## config.mk

```make
export PLATFORM = sky130hd
export DESIGN_NAME = dadda_mac_accum
export DESIGN_NICKNAME = d
export VERILOG_FILES = /design/src/rtl/dadda_mac_pkg.sv /design/src/rtl/dadda_mac_in_reg.sv /design/src/rtl/dadda_mac_accum.sv
export SDC_FILE = /design/constraint.sdc
export NUM_CORES = 1
export LEC_CHECK = 0
export BUFFER_PORTS_ARGS = -buffer_cell sky130_fd_sc_hd__buf_2
export CAP_MARGIN = 20
export CORE_MARGIN = 1
export CORE_UTILIZATION = 65
export CTS_BUF_LIST = sky130_fd_sc_hd__clkbuf_4
export DETAILED_ROUTE_END_ITERATION = 8
export GPL_TIMING_DRIVEN = 0
export PLACE_DENSITY = 0.9
export SYNTH_ARGS = -nofsm -noshare
export SYNTH_HDL_FRONTEND = slang
export SYNTH_SLANG_ARGS = --single-unit
export TNS_END_PERCENT = 10
```

## constraint.sdc

```tcl
create_clock -name clk -period 8.6 [get_ports clk]
set_clock_uncertainty 0.1 [all_clocks]
set_input_delay 1.72 -clock clk [delete_from_list [all_inputs] [get_ports clk]]
set_output_delay 1.72 -clock clk [all_outputs]
set_load 0.01 [all_outputs]
```

## src/rtl/dadda_mac_pkg.sv

```systemverilog
// Shared definitions for the Dadda multiplier product accumulator.
package dadda_mac_pkg;

  // Width of the product delivered by the 16x16 unsigned Dadda multiplier.
  localparam int PROD_W_DEF = 32;

  // Accumulator control states: summing products, or holding a finished block sum.
  typedef enum logic {
    ACCUM = 1'b0,
    DONE  = 1'b1
  } state_t;

  // Ceiling log2 for sizing counters at elaboration time; clog2(1) is 0.
  function automatic int clog2(input longint unsigned value);
    int result;
    result = 0;
    for (int i = 0; i < 64; i++) begin
      if ((64'd1 << i) < value) result = i + 1;
    end
    return result;
  endfunction

endpackage

```

## src/rtl/dadda_mac_in_reg.sv

```systemverilog
// Stage-1 input register: captures one product per cycle and decouples the
// multiplier's combinational path from the accumulator adder. It can hold one
// product while the accumulator is busy presenting a result.
module dadda_mac_in_reg
  import dadda_mac_pkg::*;
#(
  parameter int PROD_W = PROD_W_DEF
) (
  input  logic              clk,
  input  logic              rst,
  input  logic              clear_i,
  input  logic              in_valid,
  output logic              in_ready,
  input  logic [PROD_W-1:0] prod_i,
  input  logic              consume_en,
  output logic              take,
  output logic [PROD_W-1:0] s1_prod
);

  logic s1_valid;
  logic fire_in;

  // The held product is consumed only while the accumulator is summing.
  assign take     = s1_valid & consume_en;
  // A new product fits when the register is empty or is being drained this cycle;
  // an abort cycle never accepts input.
  assign in_ready = !clear_i & (!s1_valid | take);
  assign fire_in  = in_valid & in_ready;

  // Load on accept, empty on consume, discard on abort.
  always_ff @(posedge clk or posedge rst) begin
    // NOTE: registers use non-blocking assignments so every flop samples pre-edge values.
    if (rst) begin
      s1_valid <= 1'b0;
      s1_prod  <= '0;
    end else if (clear_i) begin
      s1_valid <= 1'b0;
    end else if (fire_in) begin
      s1_valid <= 1'b1;
      s1_prod  <= prod_i;
    end else if (take) begin
      s1_valid <= 1'b0;
    end
  end

endmodule

```

## src/rtl/dadda_mac_accum.sv

```systemverilog
// Block accumulator for Dadda multiplier products: sums ACC_LEN consecutive
// products into a guard-extended register and presents each block sum on a
// valid/ready output with a per-block sticky overflow flag.
module dadda_mac_accum
  import dadda_mac_pkg::*;
#(
  parameter  int PROD_W     = PROD_W_DEF,
  parameter  int GUARD_BITS = 8,
  parameter  int ACC_LEN    = 16,
  localparam int ACC_W      = PROD_W + GUARD_BITS,
  localparam int CNT_W      = clog2(ACC_LEN + 1)
) (
  input  logic              clk,
  input  logic              rst,
  input  logic              clear_i,
  input  logic              in_valid,
  output logic              in_ready,
  input  logic [PROD_W-1:0] prod_i,
  output logic              out_valid,
  input  logic              out_ready,
  output logic [ACC_W-1:0]  out_acc,
  output logic              out_ovf
);

  state_t            state;
  logic [CNT_W-1:0]  cnt;
  logic [ACC_W-1:0]  acc;
  logic              ovf;

  logic              take;
  logic [PROD_W-1:0] s1_prod;
  logic [ACC_W:0]    sum_ext;
  logic [ACC_W-1:0]  next_acc;
  logic              next_ovf;
  logic              last_prod;

  dadda_mac_in_reg #(
    .PROD_W (PROD_W)
  ) u_in_reg (
    .clk        (clk),
    .rst        (rst),
    .clear_i    (clear_i),
    .in_valid   (in_valid),
    .in_ready   (in_ready),
    .prod_i     (prod_i),
    .consume_en (state == ACCUM),
    .take       (take),
    .s1_prod    (s1_prod)
  );

  assign last_prod = (cnt == CNT_W'(ACC_LEN - 1));

  // Next accumulator value: the first product of a block replaces the old sum,
  // later products add with the carry out of the top bit feeding the sticky flag.
  always_comb begin
    // NOTE: every always_comb output is assigned on every path so no latch is inferred.
    sum_ext  = {1'b0, acc} + (ACC_W + 1)'(s1_prod);
    next_acc = sum_ext[ACC_W-1:0];
    next_ovf = ovf | sum_ext[ACC_W];
    if (cnt == '0) begin
      next_acc = ACC_W'(s1_prod);
      next_ovf = 1'b0;
    end
  end

  // Accumulate products in ACCUM, present and hold the block result in DONE.
  always_ff @(posedge clk or posedge rst) begin
    if (rst) begin
      state     <= ACCUM;
      cnt       <= '0;
      acc       <= '0;
      ovf       <= 1'b0;
      out_valid <= 1'b0;
      out_acc   <= '0;
      out_ovf   <= 1'b0;
    end else if (clear_i) begin
      // Abort: drop the partial block and any pending result; out_acc/out_ovf keep
      // their last value so the consumer never sees X.
      state     <= ACCUM;
      cnt       <= '0;
      acc       <= '0;
      ovf       <= 1'b0;
      out_valid <= 1'b0;
    end else begin
      case (state)
        ACCUM: begin
          if (take) begin
            acc <= next_acc;
            ovf <= next_ovf;
            if (last_prod) begin
              cnt       <= '0;
              state     <= DONE;
              out_acc   <= next_acc;
              out_ovf   <= next_ovf;
              out_valid <= 1'b1;
            end else begin
              cnt <= cnt + 1'b1;
            end
          end
        end
        DONE: begin
          if (out_ready) begin
            out_valid <= 1'b0;
            state     <= ACCUM;
          end
        end
        default: state <= ACCUM;
      endcase
    end
  end

endmodule
```

==> reports/summary.md, run 1 <==
The flow ran to the end, and the final reports show no timing, DRC or antenna violations. Summing the areas of all and, or, nand and nor instances in the mapped netlist gives 14.6% of the synthesized area. The category of cells accounting for the largest share of critical-path delay is buffers and inverters.

The logs give 36.1% for the combined global-route utilization of all metal layers and 0 for the remaining global-route overflow. The slew at the pin with the worst max-slew slack is 0.910 ns, and the period utilization is 46.9%. Of the cells placed in the final design, the portion with a size suffix greater than 1 is 20.0%.

Once routing completed, OpenROAD measured the worst setup slack at 4.57 ns. No sink is reached through more buffers than the 2 on the longest clock path. The die covers 11,000 µm². The tools report the kind of start point of the critical path as a primary input. The number of flops mapped to enable cells by yosys was 0; the proportion of power drawn by the clock network was 29.5%. In the post-synthesis netlist, the biggest area contributors are sky130_fd_sc_hd__dfrtp_1 45%, sky130_fd_sc_hd__ha_1 6.2%, sky130_fd_sc_hd__nand2_1 5.9%.

The tools report the hold path startpoint as out_acc[4]$_DFFE_PP0P_. At the worst endpoint, the required time is 6.78 ns. Routability-driven placement finished with a final weighted congestion of 0.885. The number of gates resized after CTS was 0. Along the worst path, the maximum fanout reaches 2. The tools report the number of nets at the end of the flow as 892.

A synthesized cell averages 9.50 µm². Post-detailed-route wirelength per cell: 19.3 µm. The post-CTS setup repair buffer count was 0; the number of I/O port buffers was 79. The top-area cell type share of the netlist area was 44.6%; the final setup violation count was 0. After floorplanning, the core was divided into 37 placement rows. The shortest period the worst path allows came out at 4.03 ns. The detailed-routing iteration count for the pre-antenna-repair pass was 6. The largest total area in the synthesized netlist belongs to sky130_fd_sc_hd__dfrtp_1. The number of hold buffers added after CTS was 0. The number of sinks on the clock net is 122, and the initial antenna violation count is 0. The H-tree was split into 4 levels. Clock-pin slew was measured on the worst setup and hold paths at 0.09 ns.

In this run the worst setup path begins at clear_i. The sequential cell fraction of total power came out at 44.7%. Counting both buffers and inverters, the worst setup path holds a total of 2.

The tool flagged a number of max-cap violations equal to 0. Summing all flip-flop and latch instances after layout gives 3050 µm². The total standard cell area after synthesis is 6850 µm². Fraction of synthesis flops using an asynchronous set or reset pin: 100%.

Standard cell with the maximum stage delay on the critical path: sky130_fd_sc_hd__a21oi_1. The area growth from synthesis to layout is 12.8%. For this run, the top clock speed supported by timing is 248 MHz. The tools report the worst IR drop on VDD as 0.000176 V. For this run, the leading register cell type out of synthesis is sky130_fd_sc_hd__dfrtp_1. Synthesis produced a netlist with a net count of 793. Counting the fill cells in the layout gives 759. The via count of the first global-routing pass was 6,100; the width of the die was 105 µm. The post-route non-filler standard cell count was 968. TritonCTS built the clock tree. The startpoint of the most critical register-to-register path is acc[0]$_DFFE_PP0P_. Combinational logic is responsible for 25.9% of the overall power. The total count of max-transition violations in the final report is 0, and the proportion of synthesized area in mux cells is 6.45%. For the remaining antenna violation count, the log shows 0. The startpoint-to-endpoint class of the critical path was in -> out. In the final layout, the multi-input gates occupy 3590 µm². Total detailed-routing wirelength: 18.7 mm.

For the worst flop-to-flop path, the logic depth is 10. The tree is rooted in a sky130_fd_sc_hd__clkbuf_4. From bottom edge to top edge, the die measures 105 µm. Sequential cells were found to cover 44.6% of the synthesized design area. The net switching power is 0.474 mW, and the floorplan core area is 10,300 µm².

Endpoint of the most critical register-to-register path: acc[28]$_DFFE_PP0P_. The type of the tightest min-delay check is reg -> reg. The run gives 0 as the number of design rule violations left after detail routing. The path with the worst hold slack has its endpoint at out_acc[4]$_DFFE_PP0P_. The number of cells produced by synthesis is 721, and the leakage power is 3.67 nW. The post-synthesis adder-cell area fraction is 6.50%. The first global-routing pass estimated 30.1 mm of wire. For the worst setup path, the data arrival time is 2.21 ns. Summing the areas of all compound-gate instances in the mapped netlist gives 20.8% of the synthesized area. Number of DRC violations after detailed-routing iteration 0: 390.

The cell with the most instances on the worst path is sky130_fd_sc_hd__buf_2. Entering global routing, the biggest net connects 86 pins. The logs give 0.961 mW for the internal power consumption and 13.4 mm for the half-perimeter wire length after placement. The endpoint kind of the worst setup timing path is an output pin.

Timing analysis after detailed placement gives a worst setup slack of 4.60 ns. The number of placed I/O pins was 80. The vias after detailed routing is 6,141, and the largest incremental delay on the critical path is 0.20 ns. Register-to-register path setup slack: 5.20 ns. Counting tap cells, the placed design contains a total of 937 instances. The count of endpoints failing hold in the final timing report is 0, and the total of warnings raised by yosys is 0. The run gives 68 as the post-synthesis cell type count. The mean number of vias per cell is 6.34, and the switching share of power is 33.1%. By area, the combinational part of the netlist is dominated by compound AO/OA/AOI/OAI gates. Cell area power density: 186 nW/µm². Setup repair after global routing left no endpoint under its margin.

The worst hold path stage count was 2; the diode insertion count for antenna repair was 0. The run gives 0 ns as the setup total negative slack. Counting flops and latches in the post-synthesis netlist gives 122. Walking the worst path, the cells encountered are buf_2 -> a21oi_1 -> buf_2.

The worst pin sits at a relative slew slack of 38.5%. In this run, CTS created clock tree buffers numbering 17. The clock insertion delay at the later pin of the skew report is 0.58 ns. Summing the areas of all xor and xnor instances in the mapped netlist gives 4.09% of the synthesized area.

The effective utilization at floorplan is 66.7%.
-- registers in the layout, indices dropped and copies added (netlist names) --
signal             cells
acc                   40
ovf                    1
u_in_reg.s1_valid      1
out_acc               40
out_ovf                1
out_valid              1
u_in_reg.s1_prod      32
state                  1
cnt                    5
-- how the worst max path moves through the flow --
stage               cells past startpoint  slack [ns]                 endpoint
floorplan                               1        3.54       acc[0]$_DFFE_PP0P_
CTS                                     3        4.60                 in_ready
detailed placement                      3        4.60                 in_ready
finish                                  3        4.57                 in_ready
global placement                        2        2.39  out_acc[28]$_DFFE_PP0P_
global route                            3        4.56                 in_ready
-- kinds of logic (layout without fill, tap and decap cells) --
family / after synthesis / after routing
AOI/OAI and AO/OA: 215 / 215
xor gates and xnor gates: 32 / 32
adders and majority gates: 35 / 35
buffers and inverters: 51 / 162
DFF: 122 / 122
muxes: 40 / 40
and+or+nand+nor: 226 / 226
-- metrics by stage --
stage               hold slack (ns)  cell area (µm²)  util (%)  power (mW)
floorplan                     0.351             6850         -       0.917
global route                  0.407             7730      75.2        1.50
finish                        0.384             7730      75.2        1.44
CTS                           0.387             7730      75.2        1.43
detailed placement            0.364             7450      72.5        1.01
global placement              0.360             7420      72.2       0.996
-- cells in the mapped netlist (all sizes together) (2+ instances only) --
cell / instances
nand3: 10
inv: 16
ha: 34
a21oi: 61
o21bai: 8
mux2: 33
or3: 5
and4: 3
and3: 8
nor2b: 3
nor2: 59
a31o: 5
nor3: 7
o211ai: 2
a32o: 2
o21ai: 69
nand2: 108
dfrtp: 122
a21boi: 2
mux2i: 7
o21a: 2
xor2: 13
a41oi: 3
xnor2: 19
a211oi: 17
nand2b: 3
nand4: 6
buf: 8
a21o: 11
nor4: 5
a31oi: 14
o211a: 2
o22ai: 2
and2: 3
clkbuf: 27
o31ai: 4
a2111oi: 3
-- layout by cell type, fill, tap and decap left out, types with 8 or more instances in the layout --
cell | synthesis | layout
sky130_fd_sc_hd__clkbuf_4 | 0 | 20
sky130_fd_sc_hd__ha_1 | 34 | 34
sky130_fd_sc_hd__buf_2 | 1 | 80
sky130_fd_sc_hd__o21ai_0 | 62 | 62
sky130_fd_sc_hd__nor2_1 | 58 | 58
sky130_fd_sc_hd__a21oi_1 | 59 | 59
sky130_fd_sc_hd__xor2_1 | 13 | 13
sky130_fd_sc_hd__a21o_1 | 11 | 11
sky130_fd_sc_hd__nand3_1 | 10 | 10
sky130_fd_sc_hd__inv_1 | 16 | 15
sky130_fd_sc_hd__clkbuf_1 | 27 | 27
sky130_fd_sc_hd__mux2_2 | 33 | 33
sky130_fd_sc_hd__xnor2_1 | 19 | 19
sky130_fd_sc_hd__a211oi_1 | 16 | 16
sky130_fd_sc_hd__nand2_1 | 108 | 108
sky130_fd_sc_hd__a31oi_1 | 13 | 13
sky130_fd_sc_hd__dfrtp_1 | 122 | 122
sky130_fd_sc_hd__and3_1 | 8 | 8
-- power by group through the flow --
stage | combinational [mW] | sequential [mW] | clock (mW)
after global routing | 0.409 | 0.645 | 0.444
after floorplan | 0.275 | 0.642 | 0
after global placement | 0.347 | 0.649 | 0
final | 0.371 | 0.641 | 0.423
after detailed placement | 0.362 | 0.651 | 0
after CTS | 0.365 | 0.640 | 0.423
-- layer usage --
| metal | up-vias | part of all wire (%) | GRT usage (%) |
|---|---|---|---|
| met3 | 65 | 8.4 | 8.30 |
| met1 | 2966 | 40 | 45.0 |
| met4 | 0 | 3.7 | 20.8 |
| met5 | - | 0 | 0 |
| li1 | 2792 | - | - |
| met2 | 318 | 47 | 57.8 |
-- area by class of cell --
| type | count | area share [%] |
|---|---|---|
| Clock buffer | 20 | 1.94 |
| Sequential cell | 122 | 39.5 |
| Clock inverter | 11 | 1.67 |
| Buffer | 35 | 1.91 |
| Inverter | 16 | 0.842 |
| Multi-Input combinational cell | 548 | 46.5 |
| Timing Repair Buffer | 80 | 5.47 |
| Tap cell | 136 | 2.20 |
-- worst min-delay path, stage by stage (launching register included) --
cell and delay (ns):
sky130_fd_sc_hd__dfrtp_1 0.35, sky130_fd_sc_hd__nand2_1 0.04, sky130_fd_sc_hd__o21ai_0 0.06
Note: power is estimated with default switching activity, not from simulation.
==> run 2: changes to the inputs <==
- CORE_UTILIZATION: 65 -> 55
- PLACE_DENSITY: 0.9 -> 0.81
- clock period: 8.6 -> 3.3 ns (I/O delays scaled with it)
==> run 2 against run 1 <==
Cell area rose by 0.52%. Clock power is 96% higher. Total power rose by 140%. Via count is 2.7% lower. Wire length shrank 3.5%. Critical endpoint is now out_acc[38]$_DFFE_PP0P_. Highest routed layer unchanged.
==> reports/summary.md, run 2 (synthesis gave the netlist of run 1 again) <==
In this run the worst setup path terminates at out_acc[38]$_DFFE_PP0P_. The vias after detailed routing was 5,976 (-2.7%); the critical-path maximum fanout was 9 (+7). The cell area power density works out to 447 nW/µm² (+140%). Number of sinks on the clock net: 122 (unchanged). The run gives 17 (unchanged) as the number of buffers created by CTS. The run finished with clean final reports.

For the worst IR drop on VDD, the log shows 0.000252 V (+43%). The run gives 30.0% (-6.1 points) as the combined global-route utilization of all metal layers. TritonCTS built the clock tree. Setup repair after global routing could not meet its margin everywhere. Number of cells traversed by the worst register-to-register path: 12 (+2).

The tools report the number of design rule violations left after detail routing as 0 (unchanged). The depth of the CTS H-tree was 4 (unchanged); the area growth from synthesis to final layout was 13.4%. The worst hold-check slack was 0.177 ns (-0.207 ns); the number of I/O port buffers was 79 (unchanged). The tools report the total detailed-routing wirelength as 18.0 mm (-3.5%).

In this run the worst setup path begins at u_in_reg.s1_prod[0]$_DFFE_PP0P_. The register-to-register path setup slack came out at 0.06 ns (-5.14 ns). The count of endpoints failing hold in the final timing report is 0 (unchanged). The worst-case headroom to the max-slew limit is 42.2% (+3.8 points), and the via count of the first global-routing pass is 5,890 (-3.4%). The switching share of power was 34.3% (+1.3 points). The tools report the remaining global-route overflow as 0 (unchanged). For the cell area after placement, the log shows 7520 µm² (+0.96%). Buffer levels on the longest clock path: 2 (unchanged). The tools report the area enclosed by the die boundary as 12,900 µm² (+18%).

For the number of placed I/O pins, the log shows 80 (unchanged). The effective utilization at floorplan was 56.8% (-9.9 points). For the proportion of power drawn by the clock network, the log shows 23.8% (-5.7 points). The type of the tightest min-delay check is in -> reg. STA classifies the critical path endpoint as a flop. The pin count of the biggest net entering global routing came out at 46 (-47%). Global-route wire length before repair: 29.6 mm (-1.4%). The number of nets at the end of the flow is 896 (+0.45%). The overall power consumption came out at 3.47 mW (+140%). The root buffer cell chosen for the clock tree is sky130_fd_sc_hd__clkbuf_4. In this run the critical register-to-register path is captured at out_acc[38]$_DFFE_PP0P_. For the floorplan core area, the log shows 12,100 µm² (+17%). The initial antenna violation count was 0 (unchanged). The met1 demand-to-capacity share in global routing was 39.3% (-5.7 points); the post-route cell area was 7770 µm² (+0.52%). The signal arrival time at the worst endpoint was 3.61 ns (+1.40 ns). The logs give 0.57 ns (about the same) for the clock insertion delay at the later pin of the skew report and 0 (unchanged) for the remaining antenna violation count. The post-detailed-route wirelength per cell was 18.0 µm (-6.8%). The largest registers in the layout are acc x40, out_acc x40, u_in_reg.s1_prod x32. The tools report the total count of max-transition violations in the final report as 0 (unchanged). STA classifies the critical path startpoint as a flop.

The setup total negative slack was 0 ns (unchanged); the vertical die dimension was 114 µm (+8.5%). The fmax was 309 MHz; the period utilization was 98.0%. For the filler cell count in the final layout, the log shows 1,011 (+33%). The slew at the pin with the worst max-slew slack works out to 0.867 ns (-0.0436 ns).

The mean number of vias per cell is 5.96 (-6.0%), and the combinational cell fraction of total power is 28.1% (+2.2 points). The tools report the leakage power as 3.66 nW (-0.30%). The cell count after placement is 971 (+3.6%).

Detailed-routing iteration count for the pre-antenna-repair pass: 5 (-1). The most common cell after layout, fill and taps aside was sky130_fd_sc_hd__dfrtp_1. The post-route non-filler standard cell count was 1,002 (+3.5%). The half-perimeter wire length after placement was 13.1 mm (-1.7%).

The tools report the count of standard-cell rows as 40 (+8.1%). In this run the critical register-to-register path is launched from u_in_reg.s1_prod[0]$_DFFE_PP0P_. The sequential cell fraction of total power was 48.1% (+3.4 points). Final setup violation count: 0 (unchanged). Width of the die: 114 µm (+8.5%).

The proportion of layout cells with a drive suffix above 1 came out at 20.6% (+0.70 points). The number of violations of the max-capacitance limit is 0 (unchanged), and the global routing met3 resource utilization is 6.22% (-2.1 points). The critical path in this run is classified as reg -> reg. The routability congestion estimate from global placement was 0.968 (+9.5%).

The run gives 2.28 mW (+140%) as the internal power consumption. The clock slew seen by the registers of the worst setup and hold paths was 0.10 ns (about the same). The data required time of the worst path is 3.67 ns (-3.11 ns). For the global routing usage on met2, the log shows 48.8% (-9.0 points). met2 is the most crowded layer. In the layout the commonest cells are 122 x sky130_fd_sc_hd__dfrtp_1, 108 x sky130_fd_sc_hd__nand2_1, 79 x sky130_fd_sc_hd__buf_2, 62 x sky130_fd_sc_hd__o21ai_0, 59 x sky130_fd_sc_hd__a21oi_1.

The number of DRC violations after detailed-routing iteration 0 is 492 (+26%), and the shortest period the worst path allows is 3.24 ns. Net switching power: 1.19 mW (+150%).
run 2: layout make-up:
type / instances / area [µm²] / share of cell area, %
diodes: 1 / 2.50 / 0.0322
clock buffers: 21 / 158 / 2.03
clock inverters: 7 / 31.3 / 0.403
multi-input cells: 548 / 3630 / 46.7
flip-flops and latches: 122 / 3050 / 39.3
plain buffers: 35 / 150 / 1.93
well taps: 168 / 210 / 2.71
inverters: 16 / 63.8 / 0.822
repair buffers: 84 / 473 / 6.09
run 2: power by group through the flow:
stage	Sequential (mW)	Combinational (mW)	Clock, mW
6_report	1.67	0.975	0.828
5_1_grt	1.68	1.08	0.901
4_1_cts	1.67	0.952	0.844
3_5_place_dp	1.70	0.945	0
3_3_place_gp	1.69	0.905	0
2_1_floorplan	1.67	0.717	0
run 2: worst max-delay path, cell delays in order (launching register included):
cell                        delay [ns]
sky130_fd_sc_hd__dfrtp_1          0.42
sky130_fd_sc_hd__ha_1             0.24
sky130_fd_sc_hd__fa_1             0.41
sky130_fd_sc_hd__a21o_1           0.20
sky130_fd_sc_hd__o2bb2ai_1        0.19
sky130_fd_sc_hd__o41ai_4          0.47
sky130_fd_sc_hd__o21bai_4         0.18
sky130_fd_sc_hd__a21oi_1          0.19
sky130_fd_sc_hd__a211o_1          0.15
sky130_fd_sc_hd__clkbuf_4         0.20
sky130_fd_sc_hd__nor2_2           0.07
sky130_fd_sc_hd__xnor2_1          0.14
sky130_fd_sc_hd__o31ai_2          0.19
run 2: per-layer routing:
| metal | share of wire [%] | wire length (µm) |
|---|---|---|
| met3 | 7.2 | 1290 |
| met1 | 42 | 7600 |
| met4 | 2.4 | 441 |
| met5 | 0 | 0 |
| met2 | 48 | 8690 |
run 2: what timing repair did:
| item | 4_1_cts | 5_1_grt |
|---|---|---|
| hold buffers | 1 | 0 |
| endpoints found under the hold margin | 3 | 0 |
| pin swaps | 1 | 3 |
| buffers inserted | 0 | 1 |
| gates resized for setup | 0 | 8 |
| setup endpoints to repair | 1 | 10 |
run 2: worst min-delay path by stage:
stage | endpoint | startpoint | cells past startpoint | slack [ns]
after floorplan | ovf$_DFFE_PP0P_ | ovf$_DFFE_PP0P_ | 2 | 0.35
after global placement | out_acc[4]$_DFFE_PP0P_ | out_acc[4]$_DFFE_PP0P_ | 2 | 0.36
after detailed placement | out_acc[19]$_DFFE_PP0P_ | out_acc[19]$_DFFE_PP0P_ | 2 | 0.37
after CTS | out_valid$_DFFE_PP0P_ | out_ready | 2 | 0.16
after global routing | out_valid$_DFFE_PP0P_ | out_ready | 2 | 0.17
final | out_valid$_DFFE_PP0P_ | out_ready | 2 | 0.18
run 2: through the flow:
step,util (%),worst slack (ns)
CTS,64.0,0.0533
global route,64.4,-0.0528
detailed placement,62.3,0.0111
floorplan,-,0.414
global placement,61.8,0.000978
finish,64.4,0.0646
==> run 3: changes to the inputs <==
- BUFFER_PORTS_ARGS: -buffer_cell sky130_fd_sc_hd__buf_2 -> -buffer_cell sky130_fd_sc_hd__buf_4
- SLEW_MARGIN: default -> 20
==> run 3 against run 2 <==
Global-route usage is 0.17 points higher. Sequential share of layout area is 1.3 points lower. Wire length is 1.4% higher. Hold slack better by 0.0051 ns. Cell count is 0.40% higher. Die area stayed put. Total power is 6.1% higher. Cell area is 3.5% higher. Flip-flop and latch count stayed put. Non-clock buffer count is 1 higher. Clock-buffer cell count is 1 lower. Critical path type unchanged. Critical endpoint unchanged.
==> reports/summary.md, run 3 (synthesis gave the netlist of run 1 again) <==
The count of standard-cell rows is 40 (unchanged). The period utilization works out to 96.4% (-1.7 points). Endpoint kind of the worst setup timing path: a flop. The run gives 80 (unchanged) as the number of placed I/O pins.

The logs give 0.182 ns (+0.00513 ns) for the worst hold-check slack and 13.4 mm (+2.1%) for the half-perimeter wire length after placement. Setup repair after global routing could not meet its margin everywhere. The critical path in this run is classified as reg -> reg.

The critical-path maximum fanout is 9 (unchanged). The tools report the effective utilization at floorplan as 56.8% (unchanged). The number of nets at the end of the flow was 897 (+0.11%). The run gives 5,878 (-0.20%) as the via count of the first global-routing pass. The largest registers in the layout are acc x40, out_acc x40, u_in_reg.s1_prod x32.

The global-route wire length before repair is 29.8 mm (+0.72%), and the diode insertion count for antenna repair is 0 (-1). The fraction of the core area covered by cells at the end of the flow was 66.7% (+2.3 points). The initial antenna violation count came out at 0 (unchanged). For the depth of the CTS H-tree, the log shows 4 (unchanged). The flow ran to the end, and the final reports show no timing, DRC or antenna violations.

The remaining global-route overflow came out at 0 (unchanged). The kind of start point of the critical path was a flop. The overall power consumption was 3.68 mW (+6.1%). The tools report the signal arrival time at the worst endpoint as 3.55 ns (-0.06 ns). For the met2 wire length, the log shows 8.77 mm (+0.87%).

The detailed-routing iteration count for the pre-antenna-repair pass was 5 (unchanged). The cell area after placement came out at 7740 µm² (+3.0%). TritonCTS built the clock tree. The topmost layer with routed signal wires was met4. The met1 layer wirelength in the final routing is 7.81 mm (+2.8%), and the cell area power density is 458 nW/µm² (+2.4%).

For the total detailed-routing wirelength, the log shows 18.3 mm (+1.4%). The logs give 0 (unchanged) for the count of endpoints failing hold in the final timing report and 0.940 (-2.9%) for the routability congestion estimate from global placement. The slew at the pin with the worst max-slew slack is 0.828 ns (-0.0388 ns). Vertical die dimension: 114 µm (unchanged).

The number of I/O port buffers is 79 (unchanged). Data required time of the worst path: 3.67 ns (about the same). Vias after detailed routing: 6,007 (+0.52%). The number of design rule violations left after detail routing is 0 (unchanged). The buffer levels on the longest clock path was 2 (unchanged); the number of buffers created by CTS was 17 (unchanged). For the total count of max-transition violations in the final report, the log shows 0 (unchanged). The filler cell count in the final layout was 994 (-1.7%); the clock slew seen by the registers of the worst setup and hold paths was 0.11 ns (about the same). The width of the die is 114 µm (unchanged), and the mean number of vias per cell is 5.97 (+0.12%).

The worst IR drop on VDD came out at 0.000322 V (+28%). The number of violations of the max-capacitance limit is 0 (unchanged), and the combined global-route utilization of all metal layers is 30.1% (+0.17 points). The post-route cell area is 8040 µm² (+3.5%). The length of routed met3 wiring is 1.17 mm (-9.2%). The most common cell after layout, fill and taps aside was sky130_fd_sc_hd__dfrtp_1. Post-detailed-route wirelength per cell: 18.2 µm (+0.98%).

The worst-case headroom to the max-slew limit is 44.8% (+2.6 points). Final setup violation count: 0 (unchanged). For the area enclosed by the die boundary, the log shows 12,900 µm² (unchanged).

The pin count of the biggest net entering global routing was 36 (-22%). The register-to-register path setup slack was 0.12 ns (+0.06 ns). The shortest period the worst path allows was 3.18 ns (-0.0556 ns); the proportion of layout cells with a drive suffix above 1 was 21.0% (+0.35 points).

The worst hold path belongs to the class in -> reg. Relative to the synthesized area, the layout overhead comes to 17.4%. The top cell types in the final layout, fill and taps aside, are 122 x sky130_fd_sc_hd__dfrtp_1, 108 x sky130_fd_sc_hd__nand2_1, 82 x sky130_fd_sc_hd__buf_4, 62 x sky130_fd_sc_hd__o21ai_0, 59 x sky130_fd_sc_hd__a21oi_1. For the fmax, the log shows 314 MHz (+1.7%).

The number of DRC violations after detailed-routing iteration 0 is 428 (-13%). For the remaining antenna violation count, the log shows 0 (unchanged). The tools report the CTS root buffer as sky130_fd_sc_hd__clkbuf_4. The clock insertion delay at the later pin of the skew report was 0.57 ns (about the same). The tools report the number of sinks on the clock net as 122 (unchanged).

The leakage power is 3.73 nW (+2.1%), and the floorplan core area is 12,100 µm² (unchanged).
-- run 3: cell count changes in the layout (fill, tap and decap cells not counted), moves of 2 or more --
cell	delta
sky130_fd_sc_hd__bufinv_16	+2
sky130_fd_sc_hd__clkinv_2	+3
sky130_fd_sc_hd__buf_4	+79
sky130_fd_sc_hd__clkbuf_4	-2
sky130_fd_sc_hd__buf_2	-78
-- run 3: per-layer routing --
layer  vias to the layer above  track usage (%)
met2                       226             49.3
met3                        46             6.00
met5                         -                0
met1                      2933             38.8
li1                       2802                -
met4                         0             13.5
-- run 3: layout make-up --
class,count,area [µm²],area share [%]
Clock buffer,20,150,1.87
Sequential cell,122,3050,38.0
Timing Repair Buffer,85,698,8.68
Tap cell,168,210,2.61
Clock inverter,12,106,1.32
Inverter,16,63.8,0.794
Multi-Input combinational cell,548,3610,44.9
Buffer,35,148,1.84
-- run 3: final timing paths --
path / start / endpoint / cells past startpoint
worst min register to register: out_acc[5]$_DFFE_PP0P_ / out_acc[5]$_DFFE_PP0P_ / 2
worst max register to register: u_in_reg.s1_prod[0]$_DFFE_PP0P_ / out_acc[38]$_DFFE_PP0P_ / 13
min in group asynchronous: rst / out_acc[8]$_DFFE_PP0P_ / 3
max in group asynchronous: rst / acc[27]$_DFFE_PP0P_ / 5
worst min-delay path: out_ready / out_valid$_DFFE_PP0P_ / 2
worst max-delay path: u_in_reg.s1_prod[0]$_DFFE_PP0P_ / out_acc[38]$_DFFE_PP0P_ / 13
-- run 3: critical path, stage by stage (launching register included) --
cell	delay, ns
sky130_fd_sc_hd__dfrtp_1	0.42
sky130_fd_sc_hd__ha_1	0.24
sky130_fd_sc_hd__fa_1	0.41
sky130_fd_sc_hd__a21o_1	0.20
sky130_fd_sc_hd__o2bb2ai_1	0.20
sky130_fd_sc_hd__o41ai_4	0.23
sky130_fd_sc_hd__buf_4	0.19
sky130_fd_sc_hd__o21bai_4	0.12
sky130_fd_sc_hd__a21oi_1	0.18
sky130_fd_sc_hd__a211o_1	0.17
sky130_fd_sc_hd__buf_2	0.23
sky130_fd_sc_hd__nor2_2	0.08
sky130_fd_sc_hd__xnor2_1	0.14
sky130_fd_sc_hd__o31ai_2	0.17
-- run 3: timing repair --
action                     in CTS  in global routing
setup endpoints to repair       1                 13
hold endpoints to repair       12                  0
resized for setup               0                  5
pin swaps                       1                  0
hold buffers                    1                  0
setup buffers                   1                  0
-- run 3: stage by stage --
step | cells | TNS, ns | setup WS [ns]
4_1_cts | 1006 | 0 | 0.0906
5_1_grt | 1006 | -0.00241 | -0.00241
2_1_floorplan | 721 | 0 | 0.414
6_report | 1006 | 0 | 0.120
3_5_place_dp | 972 | -0.0431 | -0.0431
3_3_place_gp | 968 | -0.0133 | -0.0133
-- run 3: power by group --
group / internal (mW) / switching [mW] / total [mW]
Sequential: 1.59 / 0.0813 / 1.67
Clock: 0.457 / 0.565 / 1.02
Combinational: 0.408 / 0.584 / 0.992
Total: 2.45 / 1.23 / 3.68
